===== config.mk =====
export PLATFORM = sky130hd
export DESIGN_NAME = gem_trg_link_seq
export DESIGN_NICKNAME = d
export VERILOG_FILES = /design/src/rtl/gem_link_pkg.sv /design/src/rtl/gem_link_timer.sv /design/src/rtl/gem_trg_link_seq.sv
export SDC_FILE = /design/constraint.sdc
export NUM_CORES = 1
export LEC_CHECK = 0
export CAP_MARGIN = 25
export CORE_MARGIN = 2
export CORE_UTILIZATION = 35
export CTS_BUF_LIST = sky130_fd_sc_hd__clkbuf_4
export DETAILED_ROUTE_END_ITERATION = 6
export GPL_ROUTABILITY_DRIVEN = 0
export GPL_TIMING_DRIVEN = 1
export PLACE_DENSITY = 0.67
export SYNTH_ARGS = -nofsm -noshare
export SYNTH_HDL_FRONTEND = slang
export SYNTH_HIERARCHICAL = 1
export SYNTH_SLANG_ARGS = --single-unit
export TNS_END_PERCENT = 30

===== constraint.sdc =====
create_clock -name TRG_CLK80 -period 2.55 [get_ports TRG_CLK80]
set_input_delay 0.51 -clock TRG_CLK80 [delete_from_list [all_inputs] [get_ports TRG_CLK80]]
set_output_delay 0.51 -clock TRG_CLK80 [all_outputs]
set_load 0.005 [all_outputs]

===== src/rtl/gem_link_pkg.sv =====
// Shared definitions for the GEM trigger-link TX bring-up sequencer.
// Latency: n/a (types and constants only).
// Backpressure: n/a.
// Contents: state encoding, state-code constants, simulation timeout and
// the comma fill word the link transmits while TRG_DATA_RST is high.
package gem_link_pkg;

  // State codes as exposed on LINK_STATE.
  localparam logic [2:0] LS_PLL_RST   = 3'd0;
  localparam logic [2:0] LS_WAIT_LOCK = 3'd1;
  localparam logic [2:0] LS_GTX_RST   = 3'd2;
  localparam logic [2:0] LS_WAIT_DONE = 3'd3;
  localparam logic [2:0] LS_WAIT_SYNC = 3'd4;
  localparam logic [2:0] LS_ALIGN     = 3'd5;
  localparam logic [2:0] LS_READY     = 3'd6;

  typedef enum logic [2:0] {
    ST_PLL_RST   = LS_PLL_RST,
    ST_WAIT_LOCK = LS_WAIT_LOCK,
    ST_GTX_RST   = LS_GTX_RST,
    ST_WAIT_DONE = LS_WAIT_DONE,
    ST_WAIT_SYNC = LS_WAIT_SYNC,
    ST_ALIGN     = LS_ALIGN,
    ST_READY     = LS_READY
  } link_state_e;

  // Per-state wait limit used when SIM_SPEEDUP is nonzero.
  localparam int unsigned SIM_TIMEOUT_CYCLES = 64;

  // Idle word sent on the link while data is held in reset.
  localparam logic [31:0] COMMA_WORD = 32'h50BC50BC;

endpackage


===== src/rtl/gem_link_timer.sv =====
// Shared per-state timer: 16-bit up-counter with terminal-count compare.
// Latency: o_tc is combinational from the count register (count updates 1 cycle after clr/en).
// Backpressure: none; i_clr dominates i_en.
// Ports: i_clk, i_rst_n (sync, active-low), i_clr (restart from 0), i_en (count),
//        i_tc_val (terminal value), o_tc (count == i_tc_val).
module gem_link_timer (
  input  logic        i_clk,
  input  logic        i_rst_n,
  input  logic        i_clr,
  input  logic        i_en,
  input  logic [15:0] i_tc_val,
  output logic        o_tc
);

  logic [15:0] r_cnt;

  always_ff @(posedge i_clk) begin
    if (!i_rst_n || i_clr) begin
      r_cnt <= '0;
    end else if (i_en) begin
      r_cnt <= r_cnt + 16'd1;
    end
  end

  assign o_tc = (r_cnt == i_tc_val);

endmodule


===== src/rtl/gem_trg_link_seq.sv =====
// GEM trigger-link TX bring-up: PLL reset, GTX reset, phase sync, comma alignment, then data.
// Latency: every output is registered and follows the state register by 1 cycle.
// Backpressure: none; status inputs are sampled every cycle, FORCE_RESYNC is a 1-cycle pulse.
// Ports: TRG_CLK80 (clock), TRG_RST_N (sync active-low reset), TRG_TX_PLL_LOCK,
//        TRG_TXRESETDONE, TX_SYNC_DONE, FORCE_RESYNC, CLR_CNT in; TRG_TX_PLLRST,
//        TRG_GTXTXRST, TRG_DATA_RST, LINK_READY, LINK_STATE[2:0], RETRY_CNT[7:0] out.
// Build option: define GEM_LINK_RETRY_CNT_EN to implement RETRY_CNT; otherwise it reads 0.
module gem_trg_link_seq
  import gem_link_pkg::*;
#(
  parameter int SIM_SPEEDUP    = 0,
  parameter int PLLRST_CYCLES  = 16,
  parameter int GTXRST_CYCLES  = 8,
  parameter int TIMEOUT_CYCLES = 65535,
  parameter int ALIGN_CYCLES   = 256
) (
  input  logic       TRG_CLK80,
  input  logic       TRG_RST_N,
  input  logic       TRG_TX_PLL_LOCK,
  input  logic       TRG_TXRESETDONE,
  input  logic       TX_SYNC_DONE,
  input  logic       FORCE_RESYNC,
  input  logic       CLR_CNT,
  output logic       TRG_TX_PLLRST,
  output logic       TRG_GTXTXRST,
  output logic       TRG_DATA_RST,
  output logic       LINK_READY,
  output logic [2:0] LINK_STATE,
  output logic [7:0] RETRY_CNT
);

  localparam int          TO_EFF     = (SIM_SPEEDUP != 0) ? int'(SIM_TIMEOUT_CYCLES) : TIMEOUT_CYCLES;
  // The timer holds value N-1 during the last cycle of an N-cycle state.
  localparam logic [15:0] TC_PLLRST  = 16'(PLLRST_CYCLES - 1);
  localparam logic [15:0] TC_GTXRST  = 16'(GTXRST_CYCLES - 1);
  localparam logic [15:0] TC_ALIGN   = 16'(ALIGN_CYCLES - 1);
  localparam logic [15:0] TC_TIMEOUT = 16'(TO_EFF - 1);

  link_state_e r_state;
  link_state_e w_nxt;
  logic        r_lock_lo;   // lock was low last cycle while READY
  logic        r_pllrst;
  logic        r_gtxrst;
  logic        r_data_rst;
  logic        r_link_rdy;
  logic [2:0]  r_link_state;
  logic        w_tc;
  logic        w_inc;       // timeout or lock-loss restart this cycle
  logic [15:0] w_tc_val;

  always_comb begin
    case (r_state)
      ST_PLL_RST: w_tc_val = TC_PLLRST;
      ST_GTX_RST: w_tc_val = TC_GTXRST;
      ST_ALIGN:   w_tc_val = TC_ALIGN;
      default:    w_tc_val = TC_TIMEOUT;
    endcase
  end

  // Timer restarts on every state change; it is idle while READY.
  gem_link_timer u_timer (
    .i_clk    (TRG_CLK80),
    .i_rst_n  (TRG_RST_N),
    .i_clr    (w_nxt != r_state),
    .i_en     (r_state != ST_READY),
    .i_tc_val (w_tc_val),
    .o_tc     (w_tc)
  );

  always_comb begin
    w_nxt = r_state;
    w_inc = 1'b0;
    case (r_state)
      ST_PLL_RST: begin
        if (w_tc) w_nxt = ST_WAIT_LOCK;
      end
      ST_WAIT_LOCK: begin
        if (TRG_TX_PLL_LOCK) begin
          w_nxt = ST_GTX_RST;
        end else if (w_tc) begin
          w_nxt = ST_PLL_RST;
          w_inc = 1'b1;
        end
      end
      ST_GTX_RST: begin
        if (w_tc) w_nxt = ST_WAIT_DONE;
      end
      // A resync request wins over progress and timeout; it never counts as a retry.
      ST_WAIT_DONE: begin
        if (FORCE_RESYNC) begin
          w_nxt = ST_GTX_RST;
        end else if (TRG_TXRESETDONE) begin
          w_nxt = ST_WAIT_SYNC;
        end else if (w_tc) begin
          w_nxt = ST_GTX_RST;
          w_inc = 1'b1;
        end
      end
      ST_WAIT_SYNC: begin
        if (FORCE_RESYNC) begin
          w_nxt = ST_GTX_RST;
        end else if (TX_SYNC_DONE) begin
          w_nxt = ST_ALIGN;
        end else if (w_tc) begin
          w_nxt = ST_GTX_RST;
          w_inc = 1'b1;
        end
      end
      ST_ALIGN: begin
        if (FORCE_RESYNC) begin
          w_nxt = ST_GTX_RST;
        end else if (w_tc) begin
          w_nxt = ST_READY;
        end
      end
      ST_READY: begin
        // Lock must be low on two consecutive samples; lock loss beats resync.
        if (!TRG_TX_PLL_LOCK && r_lock_lo) begin
          w_nxt = ST_PLL_RST;
          w_inc = 1'b1;
        end else if (FORCE_RESYNC) begin
          w_nxt = ST_GTX_RST;
        end
      end
      default: w_nxt = ST_PLL_RST;
    endcase
  end

  // GTX TX reset stays asserted until the PLL has locked and the GTX reset pulse is done.
  always_ff @(posedge TRG_CLK80) begin
    if (!TRG_RST_N) begin
      r_state      <= ST_PLL_RST;
      r_lock_lo    <= 1'b0;
      r_pllrst     <= 1'b1;
      r_gtxrst     <= 1'b1;
      r_data_rst   <= 1'b1;
      r_link_rdy   <= 1'b0;
      r_link_state <= LS_PLL_RST;
    end else begin
      r_state      <= w_nxt;
      r_lock_lo    <= (r_state == ST_READY) && !TRG_TX_PLL_LOCK;
      r_pllrst     <= (r_state == ST_PLL_RST);
      r_gtxrst     <= (r_state == ST_PLL_RST) || (r_state == ST_WAIT_LOCK) ||
                      (r_state == ST_GTX_RST);
      r_data_rst   <= (r_state != ST_READY);
      r_link_rdy   <= (r_state == ST_READY);
      r_link_state <= r_state;
    end
  end

  assign TRG_TX_PLLRST = r_pllrst;
  assign TRG_GTXTXRST  = r_gtxrst;
  assign TRG_DATA_RST  = r_data_rst;
  assign LINK_READY    = r_link_rdy;
  assign LINK_STATE    = r_link_state;

`ifdef GEM_LINK_RETRY_CNT_EN
  logic [7:0] r_retry_cnt;

  // Clear dominates a same-cycle increment; count saturates at 255.
  always_ff @(posedge TRG_CLK80) begin
    if (!TRG_RST_N || CLR_CNT) begin
      r_retry_cnt <= '0;
    end else if (w_inc && (r_retry_cnt != 8'hFF)) begin
      r_retry_cnt <= r_retry_cnt + 8'd1;
    end
  end

  assign RETRY_CNT = r_retry_cnt;
`else
  logic w_unused;
  assign w_unused  = CLR_CNT ^ w_inc;
  assign RETRY_CNT = 8'd0;
`endif

endmodule


==> summary.md, run 1 <==
| Metric | Value |
|---|---|
| Initial drt markers | `42` |
| Synth top area cells | `dfxtp_1, xnor2_1, buf_4` |
| Grt total ovfl | `0` |
| Initial Util | `36.0%` |
| Netlist cell types | `41` |
| CTS tree | `yes` |
| Placement Cell Area | `0.00174 mm²` |
| Die height | `around 70 µm` |
| Final Skew | `0.0130 ns` |
| Total track usage | `12.7%` |
| Ys async rst share | `0%` |
| Pre-Repair DR Iteration Count | `4` |
| Share of cells above drive strength 1 | `just under 20%` |
| First-pass GRT wire length | `5190 µm` |
| Critical-path cell list | `nand2_1, o21ai_2, inv_4, xnor2_2, nand4_1, nor4_2, buf_4, clkinvlp_4, nor4_4, o31ai_1, nand4_1, nand2b_4, nor2_1` |
| Sequential area share after synthesis | `35.0%` |
| Final ANT Viol Nets | `0` |
| Slowest stage cell on the critical path | `dfxtp_2` |
| Commonest non-fill, non-tap cell in the layout | `dfxtp_1` |
| Io pins | `22` |
| DIE AREA | `0.00496 mm²` |
| Outcome | `finished, final reports clean` |
| WP data required | `2.79 ns` |
| Arr. time, crit path | `2.67 ns` |
| Startpoint class of the critical path | `register` |
| Largest area contributor in the netlist | `dfxtp_1` |
| Detailed Route WL | `2910 µm` |
| Net count, final | `approximately 210` |
| Achievable Freq | `413 MHz` |
| Number of synthesized flops with an enable pin | `0` |
| Placed cell count | `247` |
| Hold Crit Class | `register to register` |
| Root cell of the clock tree | `clkbuf_4` |
| Initial antenna violation count | `0` |
| Tmin final | `2.42 ns` |
| Worst Path Max Fanout | `11` |
| HPWL Detailed | `approximately 2100 µm` |
| Crit-path leading delay family | `simple AND/OR/NAND/NOR gates` |
| Max cap viols | `0` |
| CTS Buffer Depth | `2` |
| Pin count of the biggest net entering global routing | `15` |
| Crit-path most repeated cell | `nand4_1` |
| Core Rows | `24` |
| Worst-skew pair later-pin latency | `0.33 ns` |
| Via Count | `1243` |
| Via density | `4.95` |
| H-tree levels | `1` |
| Vias in the first global route | `1202` |
| Final setup violation count | `0` |
| Kind of critical path | `register to register` |
| CTS buffer count | `3` |
| Core Region | `0.00429 mm²` |
| Syn Area/Cell | `about 8.5 µm²` |
| Fill cell count | `411` |
| Final Max Tran Viols | `0` |
| Remaining DRCs | `0` |
| Top-area cell type share of the netlist area | `35.0%` |
| Top_reg_cell synth | `dfxtp_1` |
| Yosys reg bits | `27` |
| VDD IR-drop max | `0.337 mV` |
| Hold Fails Final Rpt | `0` |
| Fin area | `0.00184 mm²` |
| DR WL/cell | `11.6 µm` |
| RSZ-0062 raised after global routing | `true` |
| Critical Path End Type | `register` |
| Most frequent cells in the layout | `dfxtp_1, nand2_1, xnor2_1, clkdlybuf4s50_1, buf_4` |
| Area growth syn-to-layout | `19.0%` |
| Non-filler cells, final | `251` |
| # diodes | `0` |
| TritonCTS sink count | `27` |
| Leak | `around 0.63 nW` |
| Crit path buf inv count | `3` |
| Die Wd | `70.4 µm` |
| Part of the cycle the worst path needs | `a little over nine tenths` |
| Clk slew on worst S/H paths | `0.15 ns` |
| Port Buf Inserts | `12` |
| Synthesis Warnings | `6` |
| Netlist Area Pre-Place | `around 0.0015 mm²` |
| Cells after synthesis | `181` |
| CP max stage delay | `0.38 ns` |
| Pwr dens | `approximately 370 mW/mm²` |
-- what timing repair did --
action,4_1_cts,5_1_grt
setup buffers,0,1
endpoints found under the setup margin,9,17
hold buffers,0,0
pin swaps,0,3
resized for setup,3,12
-- report_power, final --
group          internal (mW)  switching, mW  leakage (nW)
Clock                 0.0720          0.126        0.0184
Combinational         0.0223         0.0260         0.391
Sequential             0.426        0.00607         0.219
-- path summary, 6_finish.rpt --
| path | slack, ns | startpoint | end | cells past startpoint |
|---|---|---|---|---|
| worst max-delay path | 0.13 | r_state[0]$_SDFF_PN0_ | u_timer/r_cnt[4]$_SDFFE_PP0P_ | 13 |
| worst min-delay path | 0.52 | u_timer/r_cnt[14]$_SDFFE_PP0P_ | u_timer/r_cnt[14]$_SDFFE_PP0P_ | 2 |
| worst max register to register | 0.13 | r_state[0]$_SDFF_PN0_ | u_timer/r_cnt[4]$_SDFFE_PP0P_ | 13 |
| worst min register to register | 0.52 | u_timer/r_cnt[14]$_SDFFE_PP0P_ | u_timer/r_cnt[14]$_SDFFE_PP0P_ | 2 |
-- cells by family (layout without fill, tap and decap cells) --
kind of cell / count (synthesis) / after routing / share of synthesized area (%)
AO/OA/AOI/OAI: 31 / 31 / 13.0
XOR/XNOR: 19 / 19 / 10.8
adder cells (fa/ha/maj): 1 / 1 / 0.810
buffers and inverters: 26 / 36 / 10.1
flip-flops: 27 / 27 / 35.0
multiplexers: 5 / 5 / 3.24
other: 2 / 10 / 0.486
AND/OR/NAND/NOR: 70 / 70 / 26.6
-- area by class of cell --
type,instances,area [µm²],share of cell area (%)
Clock buffer,4,30.0,1.63
Tap cell,52,65.1,3.54
Multi-Input combinational cell,136,952,51.8
Timing Repair Buffer,24,210,11.4
Sequential cell,27,543,29.6
Inverter,8,36.3,1.98
-- through the flow --
| stage | utilization (%) | hold WS (ns) | setup TNS [ns] | total power, mW | worst slack, ns |
|---|---|---|---|---|---|
| global placement | 40.6 | 0.468 | -0.0136 | 0.489 | -0.00373 |
| floorplan | - | 0.455 | 0 | 0.478 | 0.000837 |
| CTS | 41.6 | 0.519 | 0 | 0.688 | 0.00478 |
| finish | 42.8 | 0.517 | 0 | 0.678 | 0.126 |
| global route | 42.8 | 0.555 | -1.52 | 0.713 | -0.120 |
| detailed placement | 40.6 | 0.500 | -0.0731 | 0.491 | -0.0411 |
-- registers in the layout (all words and copies together) (netlist names) --
name           count
r_lock_lo          1
LINK_READY         1
TRG_TX_PLLRST      1
LINK_STATE         3
u_timer/r_cnt     16
TRG_GTXTXRST       1
TRG_DATA_RST       1
r_state            3
-- layer usage --
metal  track usage (%)  routed length, µm  part of all wire (%)  vias to the layer above
met5                 0                  0                     0                        -
met2              21.2               1380                    47                       24
met3              4.33                161                   5.5                        7
met1              15.5               1310                    45                      561
met4              3.85                 53                   1.8                        0
li1                  -                  -                     -                      651
-- Yosys cell counts, types with 2 or more instances --
library cell,number
a21oi_1,9
and2_1,3
buf_2,5
buf_4,8
buf_6,3
conb_1,2
dfxtp_1,27
inv_1,8
mux2i_1,5
nand2_1,16
nand2b_1,5
nand3_1,4
nand4_1,8
nand4_2,2
nor2_1,10
nor2b_1,3
nor3_1,2
nor4_1,3
nor4_2,3
o21a_1,3
o21ai_0,4
o21ai_1,3
o31ai_1,5
o32ai_1,2
or3_1,2
or4_1,4
xnor2_1,17
xor2_1,2
-- tightest hold or removal path: stages (launching register included) --
cell and delay [ns]:
dfxtp_1 0.37, nand2_1 0.06, mux2i_1 0.05
No activity file was read; power rests on OpenSTA's default activity.
==> inputs of run 2 (changes only) <==
--- a/config.mk
+++ b/config.mk
@@ -7,12 +7,12 @@
 export LEC_CHECK = 0
 export CAP_MARGIN = 25
 export CORE_MARGIN = 2
-export CORE_UTILIZATION = 35
+export CORE_UTILIZATION = 40
 export CTS_BUF_LIST = sky130_fd_sc_hd__clkbuf_4
 export DETAILED_ROUTE_END_ITERATION = 6
 export GPL_ROUTABILITY_DRIVEN = 0
 export GPL_TIMING_DRIVEN = 1
-export PLACE_DENSITY = 0.67
+export PLACE_DENSITY = 0.74
 export SYNTH_ARGS = -nofsm -noshare
 export SYNTH_HDL_FRONTEND = slang
 export SYNTH_HIERARCHICAL = 1
==> summary.md, run 2 (synthesis gave the netlist of run 1 again) <==
| Metric | Value |
|---|---|
| Outcome | `finished, final reports clean` |
| Worst setup endpoint | `u_timer/r_cnt[14]$_SDFFE_PP0P_` |
| CTS tree | `yes` |
| Die height | `66.1 µm (-6.1%)` |
| H-tree levels | `1 (unchanged)` |
| Tmin final | `2.40 ns (-0.0205 ns)` |
| Commonest non-fill, non-tap cell in the layout | `dfxtp_1` |
| FF-to-FF Start | `r_state[2]$_SDFF_PN0_` |
| Part of the cycle the worst path needs | `94.2% (-0.80 points)` |
| Kind of critical path | `register to register` |
| Hold Fails Final Rpt | `0 (unchanged)` |
| Hold Buf Count CTS | `0 (unchanged)` |
| Final Skew | `0.00541 ns (-0.00757 ns)` |
| Footprint of the multi-input gates | `962 µm² (+1.1%)` |
| DR WL/cell | `11.7 µm (+1.1%)` |
| Final setup violation count | `0 (unchanged)` |
| Core Rows | `22 (-8.3%)` |
| Non-filler cells, final | `246 (-2.0%)` |
| Achievable Freq | `416 MHz (+0.85%)` |
| Initial Util | `41.9% (+5.9 points)` |
| CTS buffer count | `3 (unchanged)` |
| # diodes | `0 (unchanged)` |
| Most frequent cells in the layout | `dfxtp_1, nand2_1, xnor2_1, clkdlybuf4s50_1, buf_4` |
| Die Wd | `66.1 µm (-6.1%)` |
| WP data required | `2.76 ns (-0.03 ns)` |
| R2R Path End | `u_timer/r_cnt[14]$_SDFFE_PP0P_` |
| Total track usage | `13.6% (+0.90 points)` |
| Final ANT Viol Nets | `0 (unchanged)` |
| Slowest stage cell on the critical path | `dfxtp_2` |
| Psw | `0.151 mW (-4.1%)` |
| Grt met2 use | `22.3% (+1.1 points)` |
| Detailed Route WL | `2880 µm (-0.93%)` |
| GR peak layer | `met2` |
| Clk slew on worst S/H paths | `0.14 ns (about the same)` |
| Pwr dens | `368 mW/mm² (-0.48%)` |
| Pin count of the biggest net entering global routing | `15 (unchanged)` |
| HPWL Detailed | `2060 µm (-0.95%)` |
| Hold Crit Class | `register to register` |
| Via Count | `1281 (+3.1%)` |
| Final Hold Slack | `0.520 ns (+0.00355 ns)` |
| Initial drt markers | `52 (+24%)` |
| Combinational share of power | `7.3% (+0.2 points)` |
| Share of cells above drive strength 1 | `18.7% (-0.91 points)` |
| TritonCTS sink count | `27 (unchanged)` |
| Max reg flops | `16 (unchanged)` |
| Remaining DRCs | `0 (unchanged)` |
| Worst Path Max Fanout | `9 (-2)` |
| Biggest register | `u_timer/r_cnt` |
| Setup tns final | `0 ns (unchanged)` |
| Io pins | `22 (unchanged)` |
| Met1 Usage GRT | `18.6% (+3.1 points)` |
| Final Max Tran Viols | `0 (unchanged)` |
| Leak | `0.621 nW (-1.1%)` |
| Critical-path cell list | `nor2_1, inv_1, o21ai_2, inv_4, buf_4, xnor2_2, nand4_1, nor4_2, inv_2, a22oi_2, o21ai_1, nand4_1, nor2b_1, buf_4, nand2b_1, mux2i_1` |
| Crit path launch | `r_state[2]$_SDFF_PN0_` |
| Vias in the first global route | `1110 (-7.7%)` |
| Worst-case reg-to-reg path depth | `16 (+3)` |
| Power, Total | `0.673 mW (-0.82%)` |
| Clock power frac | `28.5% (-0.6 points)` |
| Max cap viols | `0 (unchanged)` |
| Fill cell count | `368 (-10%)` |
| R2R Setup Slk | `0.15 ns (+0.02 ns)` |
| FF/Latch Area | `543 µm² (unchanged)` |
| Core Region | `0.00369 mm² (-14%)` |
| Critical Path End Type | `register` |
| Area growth syn-to-layout | `18.6%` |
| Pint | `0.521 mW (+0.17%)` |
| Net count, final | `207 (-0.48%)` |
| VDD IR-drop max | `0.259 mV (-23%)` |
| Via density | `5.21 (+5.2%)` |
| First-pass GRT wire length | `4780 µm (-7.8%)` |
| Initial antenna violation count | `0 (unchanged)` |
| M3 GR Usage | `2.56% (-1.8 points)` |
| Placed cell count | `240 (-2.8%)` |
| Root cell of the clock tree | `clkbuf_4` |
| Arr. time, crit path | `2.61 ns (-0.06 ns)` |
| Grt total ovfl | `0 (unchanged)` |
| Port Buf Inserts | `12 (unchanged)` |
| CP max stage delay | `0.35 ns (-0.03 ns)` |
| Switching Fraction | `22.5% (-0.77 points)` |
| Register share of total power | `64.2% (+0.5 points)` |
| Startpoint class of the critical path | `register` |
| Worst-skew pair later-pin latency | `0.32 ns (about the same)` |
| CTS Buffer Depth | `2 (unchanged)` |
| DIE AREA | `0.00437 mm² (-12%)` |
| Pre-Repair DR Iteration Count | `4 (unchanged)` |
==> run 2: power groups by stage <==
stage	Combinational (mW)	Sequential [mW]	Clock [mW]
detailed placement	0.0468	0.442	0
CTS	0.0470	0.433	0.204
global route	0.0559	0.434	0.216
floorplan	0.0373	0.440	0
global placement	0.0462	0.441	0
finish	0.0490	0.432	0.192
==> run 2: what timing repair did <==
item / in CTS / in global routing
endpoints found under the setup margin: 0 / 16
resized for setup: 0 / 15
setup buffers: 0 / 2
==> run 2: worst max-delay path: cells and delay by family (launching register included) <==
kind                      cells  cell delay, ns
buffers and inverters         5            0.65
xor gates and xnor gates      1            0.14
DFF                           1            0.35
muxes                         1            0.07
AOI/OAI and AO/OA             3            0.39
and+or+nand+nor               6            0.71
==> run 2: layout make-up <==
type | count | share of cell area, %
multi-input cells | 136 | 52.6
clock buffers | 4 | 1.64
inverters | 8 | 1.78
repair buffers | 23 | 11.1
flip-flops and latches | 27 | 29.7
well taps | 48 | 3.28
==> run 2: worst min-delay path by stage <==
stage	startpoint	end	slack (ns)	depth (start not counted)
after floorplan	u_timer/r_cnt[15]$_SDFFE_PP0P_	u_timer/r_cnt[15]$_SDFFE_PP0P_	0.46	2
after global placement	u_timer/r_cnt[15]$_SDFFE_PP0P_	u_timer/r_cnt[15]$_SDFFE_PP0P_	0.47	2
after detailed placement	u_timer/r_cnt[15]$_SDFFE_PP0P_	u_timer/r_cnt[15]$_SDFFE_PP0P_	0.48	2
after CTS	u_timer/r_cnt[15]$_SDFFE_PP0P_	u_timer/r_cnt[15]$_SDFFE_PP0P_	0.50	2
after global routing	u_timer/r_cnt[15]$_SDFFE_PP0P_	u_timer/r_cnt[15]$_SDFFE_PP0P_	0.53	2
final	u_timer/r_cnt[15]$_SDFFE_PP0P_	u_timer/r_cnt[15]$_SDFFE_PP0P_	0.52	2
==> run 2: through the flow <==
stage               worst slack (ns)  utilization (%)  cell area, µm²
floorplan                   0.000837                -            1580
global placement              0.0444             46.1            1700
CTS                           0.0173             46.9            1730
detailed placement            0.0614             46.1            1700
global route                 -0.0553             49.6            1830
finish                         0.147             49.6            1830
==> run 2: per-layer routing <==
metal / routed length [µm] / vias up
met4: 24 / 0
met3: 99 / 2
met1: 1380 / 600
li1: - / 651
met2: 1380 / 28
met5: 0 / -
==> inputs of run 3 (changes only) <==
--- a/config.mk
+++ b/config.mk
@@ -7,12 +7,12 @@
 export LEC_CHECK = 0
 export CAP_MARGIN = 25
 export CORE_MARGIN = 2
-export CORE_UTILIZATION = 40
+export CORE_UTILIZATION = 50
 export CTS_BUF_LIST = sky130_fd_sc_hd__clkbuf_4
 export DETAILED_ROUTE_END_ITERATION = 6
 export GPL_ROUTABILITY_DRIVEN = 0
 export GPL_TIMING_DRIVEN = 1
-export PLACE_DENSITY = 0.74
+export PLACE_DENSITY = 0.87
 export SYNTH_ARGS = -nofsm -noshare
 export SYNTH_HDL_FRONTEND = slang
 export SYNTH_HIERARCHICAL = 1
==> summary.md, run 3 (synthesis gave the netlist of run 1 again) <==
| Metric | Value |
|---|---|
| Outcome | `finished, final reports clean` |
| Hold Buf Count CTS | `0 (unchanged)` |
| Grt met2 use | `26.8% (+4.6 points)` |
| Smallest setup slack after layout | `0.184 ns (+0.0368 ns)` |
| Initial drt markers | `53 (+1.9%)` |
| Total track usage | `17.4% (+3.8 points)` |
| Clk slew on worst S/H paths | `0.13 ns (about the same)` |
| Worst Hold Path Cells | `2 (unchanged)` |
| Non-filler cells, final | `229 (-6.9%)` |
| GR peak layer | `met2` |
| Detailed Route WL | `3000 µm (+4.1%)` |
| Clock power frac | `27.2% (-1.3 points)` |
| First-pass GRT wire length | `4790 µm (+0.15%)` |
| CTS tree | `yes` |
| Die height | `59.6 µm (-9.9%)` |
| Max cap viols | `0 (unchanged)` |
| Hold Fails Final Rpt | `0 (unchanged)` |
| WP data required | `2.76 ns (about the same)` |
| CTS buffer count | `3 (unchanged)` |
| Post-CTS setup buffers | `0 (unchanged)` |
| DR WL/cell | `13.1 µm (+12%)` |
| Biggest register | `u_timer/r_cnt` |
| Share of cells above drive strength 1 | `16.3% (-2.4 points)` |
| # diodes | `0 (unchanged)` |
| Hold Crit Class | `register to register` |
| Initial Util | `51.4% (+9.6 points)` |
| VDD IR-drop max | `0.305 mV (+18%)` |
| Worst-case reg-to-reg path depth | `14 (-2)` |
| PostCTS Resize Cnt | `0 (unchanged)` |
| Tmin final | `2.37 ns (-0.0368 ns)` |
| Pwr dens | `377 mW/mm² (+2.6%)` |
| Vias in the first global route | `1137 (+2.4%)` |
| CTS Buffer Depth | `2 (unchanged)` |
| Initial antenna violation count | `0 (unchanged)` |
| Kind of critical path | `register to register` |
| Most frequent cells in the layout | `dfxtp_1, nand2_1, xnor2_1, clkdlybuf4s50_1, conb_1` |
| Met1 Usage GRT | `24.0% (+5.3 points)` |
| Arr. time, crit path | `2.58 ns (-0.03 ns)` |
| Final Hold Slack | `0.507 ns (-0.0138 ns)` |
| Startpoint class of the critical path | `register` |
| Final ANT Viol Nets | `0 (unchanged)` |
| M3 GR Usage | `2.62% (+0.065 points)` |
| Final Max Tran Viols | `0 (unchanged)` |
| Pre-CTS setup slack | `0.0622 ns (+0.000815 ns)` |
| DIE AREA | `0.00355 mm² (-19%)` |
| Fin area | `0.00176 mm² (-4.0%)` |
| Worst-skew pair later-pin latency | `0.32 ns (about the same)` |
| Io pins | `22 (unchanged)` |
| Power, Total | `0.662 mW (-1.5%)` |
| Combinational share of power | `7.5% (+0.2 points)` |
| Psw | `0.154 mW (+1.8%)` |
| Util after Layout | `58.5% (+8.9 points)` |
| Via Count | `1285 (+0.31%)` |
| Register share of total power | `65.3% (+1.1 points)` |
| Via density | `5.61 (+7.8%)` |
| Part of the cycle the worst path needs | `92.8% (-1.4 points)` |
| HPWL Detailed | `2010 µm (-2.2%)` |
| H-tree levels | `1 (unchanged)` |
| Net count, final | `205 (-0.97%)` |
| Port Buf Inserts | `12 (unchanged)` |
| Worst Path Max Fanout | `9 (unchanged)` |
| Pint | `0.508 mW (-2.5%)` |
| R2R Setup Slk | `0.18 ns (+0.04 ns)` |
| Core Region | `0.00300 mm² (-19%)` |
| Placement Cell Area | `0.00168 mm² (-1.1%)` |
| Commonest non-fill, non-tap cell in the layout | `dfxtp_1` |
| Final Skew | `0.0108 ns (+0.00536 ns)` |
| Switching Fraction | `23.2% (+0.75 points)` |
| Pin count of the biggest net entering global routing | `16 (+1)` |
| Remaining DRCs | `0 (unchanged)` |
| Root cell of the clock tree | `clkbuf_4` |
| Pre-Repair DR Iteration Count | `6 (+2)` |
| Max reg flops | `16 (unchanged)` |
| Die Wd | `59.6 µm (-9.9%)` |
| Placed cell count | `225 (-6.3%)` |
| Setup tns final | `0 ns (unchanged)` |
| Grt total ovfl | `0 (unchanged)` |
| Achievable Freq | `423 MHz (+1.6%)` |
| Leak | `0.607 nW (-2.4%)` |
| Area growth syn-to-layout | `13.8%` |
| TritonCTS sink count | `27 (unchanged)` |
| Core Rows | `20 (-9.1%)` |
| Final setup violation count | `0 (unchanged)` |
| Critical Path End Type | `register` |
run 3: cell types whose count changed in the layout (fill, tap and decap cells not counted), sizes merged:
cell	delta
buf	-2
clkbuf	-1
clkinv	+1
run 3: worst paths after layout:
path | startpoint | end
worst min register to register | u_timer/r_cnt[15]$_SDFFE_PP0P_ | u_timer/r_cnt[15]$_SDFFE_PP0P_
worst max-delay path | r_state[0]$_SDFF_PN0_ | u_timer/r_cnt[15]$_SDFFE_PP0P_
worst min-delay path | u_timer/r_cnt[15]$_SDFFE_PP0P_ | u_timer/r_cnt[15]$_SDFFE_PP0P_
worst max register to register | r_state[0]$_SDFF_PN0_ | u_timer/r_cnt[15]$_SDFFE_PP0P_
run 3: worst max-delay path: stages (launching register included):
cell and delay [ns]:
dfxtp_2 0.38, nand2_1 0.07, o21ai_2 0.18, inv_4 0.11
xnor2_1 0.16, nand4_1 0.13, nor4_2 0.34, inv_2 0.12
o32ai_2 0.17, o22ai_1 0.12, nand4_1 0.13, nor2b_1 0.06
buf_4 0.16, nand2b_1 0.07, mux2i_1 0.06
run 3: power groups by stage:
stage          registers [mW]  clock network, mW  logic [mW]
6_report                0.433              0.180      0.0498
4_1_cts                 0.433              0.188      0.0479
3_5_place_dp            0.442                  0      0.0478
2_1_floorplan           0.440                  0      0.0373
5_1_grt                 0.434              0.203      0.0555
3_3_place_gp            0.441                  0      0.0456
run 3: layout make-up:
type	instances	area, µm²
Clock buffer	3	22.5
Multi-Input combinational cell	136	925
Fill cell	264	1250
Clock inverter	1	5.00
Inverter	8	32.5
Tap cell	33	41.3
Timing Repair Buffer	21	188
Sequential cell	27	543
run 3: layer usage:
| layer | routed length, µm | share of wire (%) |
|---|---|---|
| met2 | 1430 | 48 |
| met5 | 0 | 0 |
| met3 | 72 | 2.4 |
| met4 | 32 | 1.1 |
| met1 | 1460 | 49 |
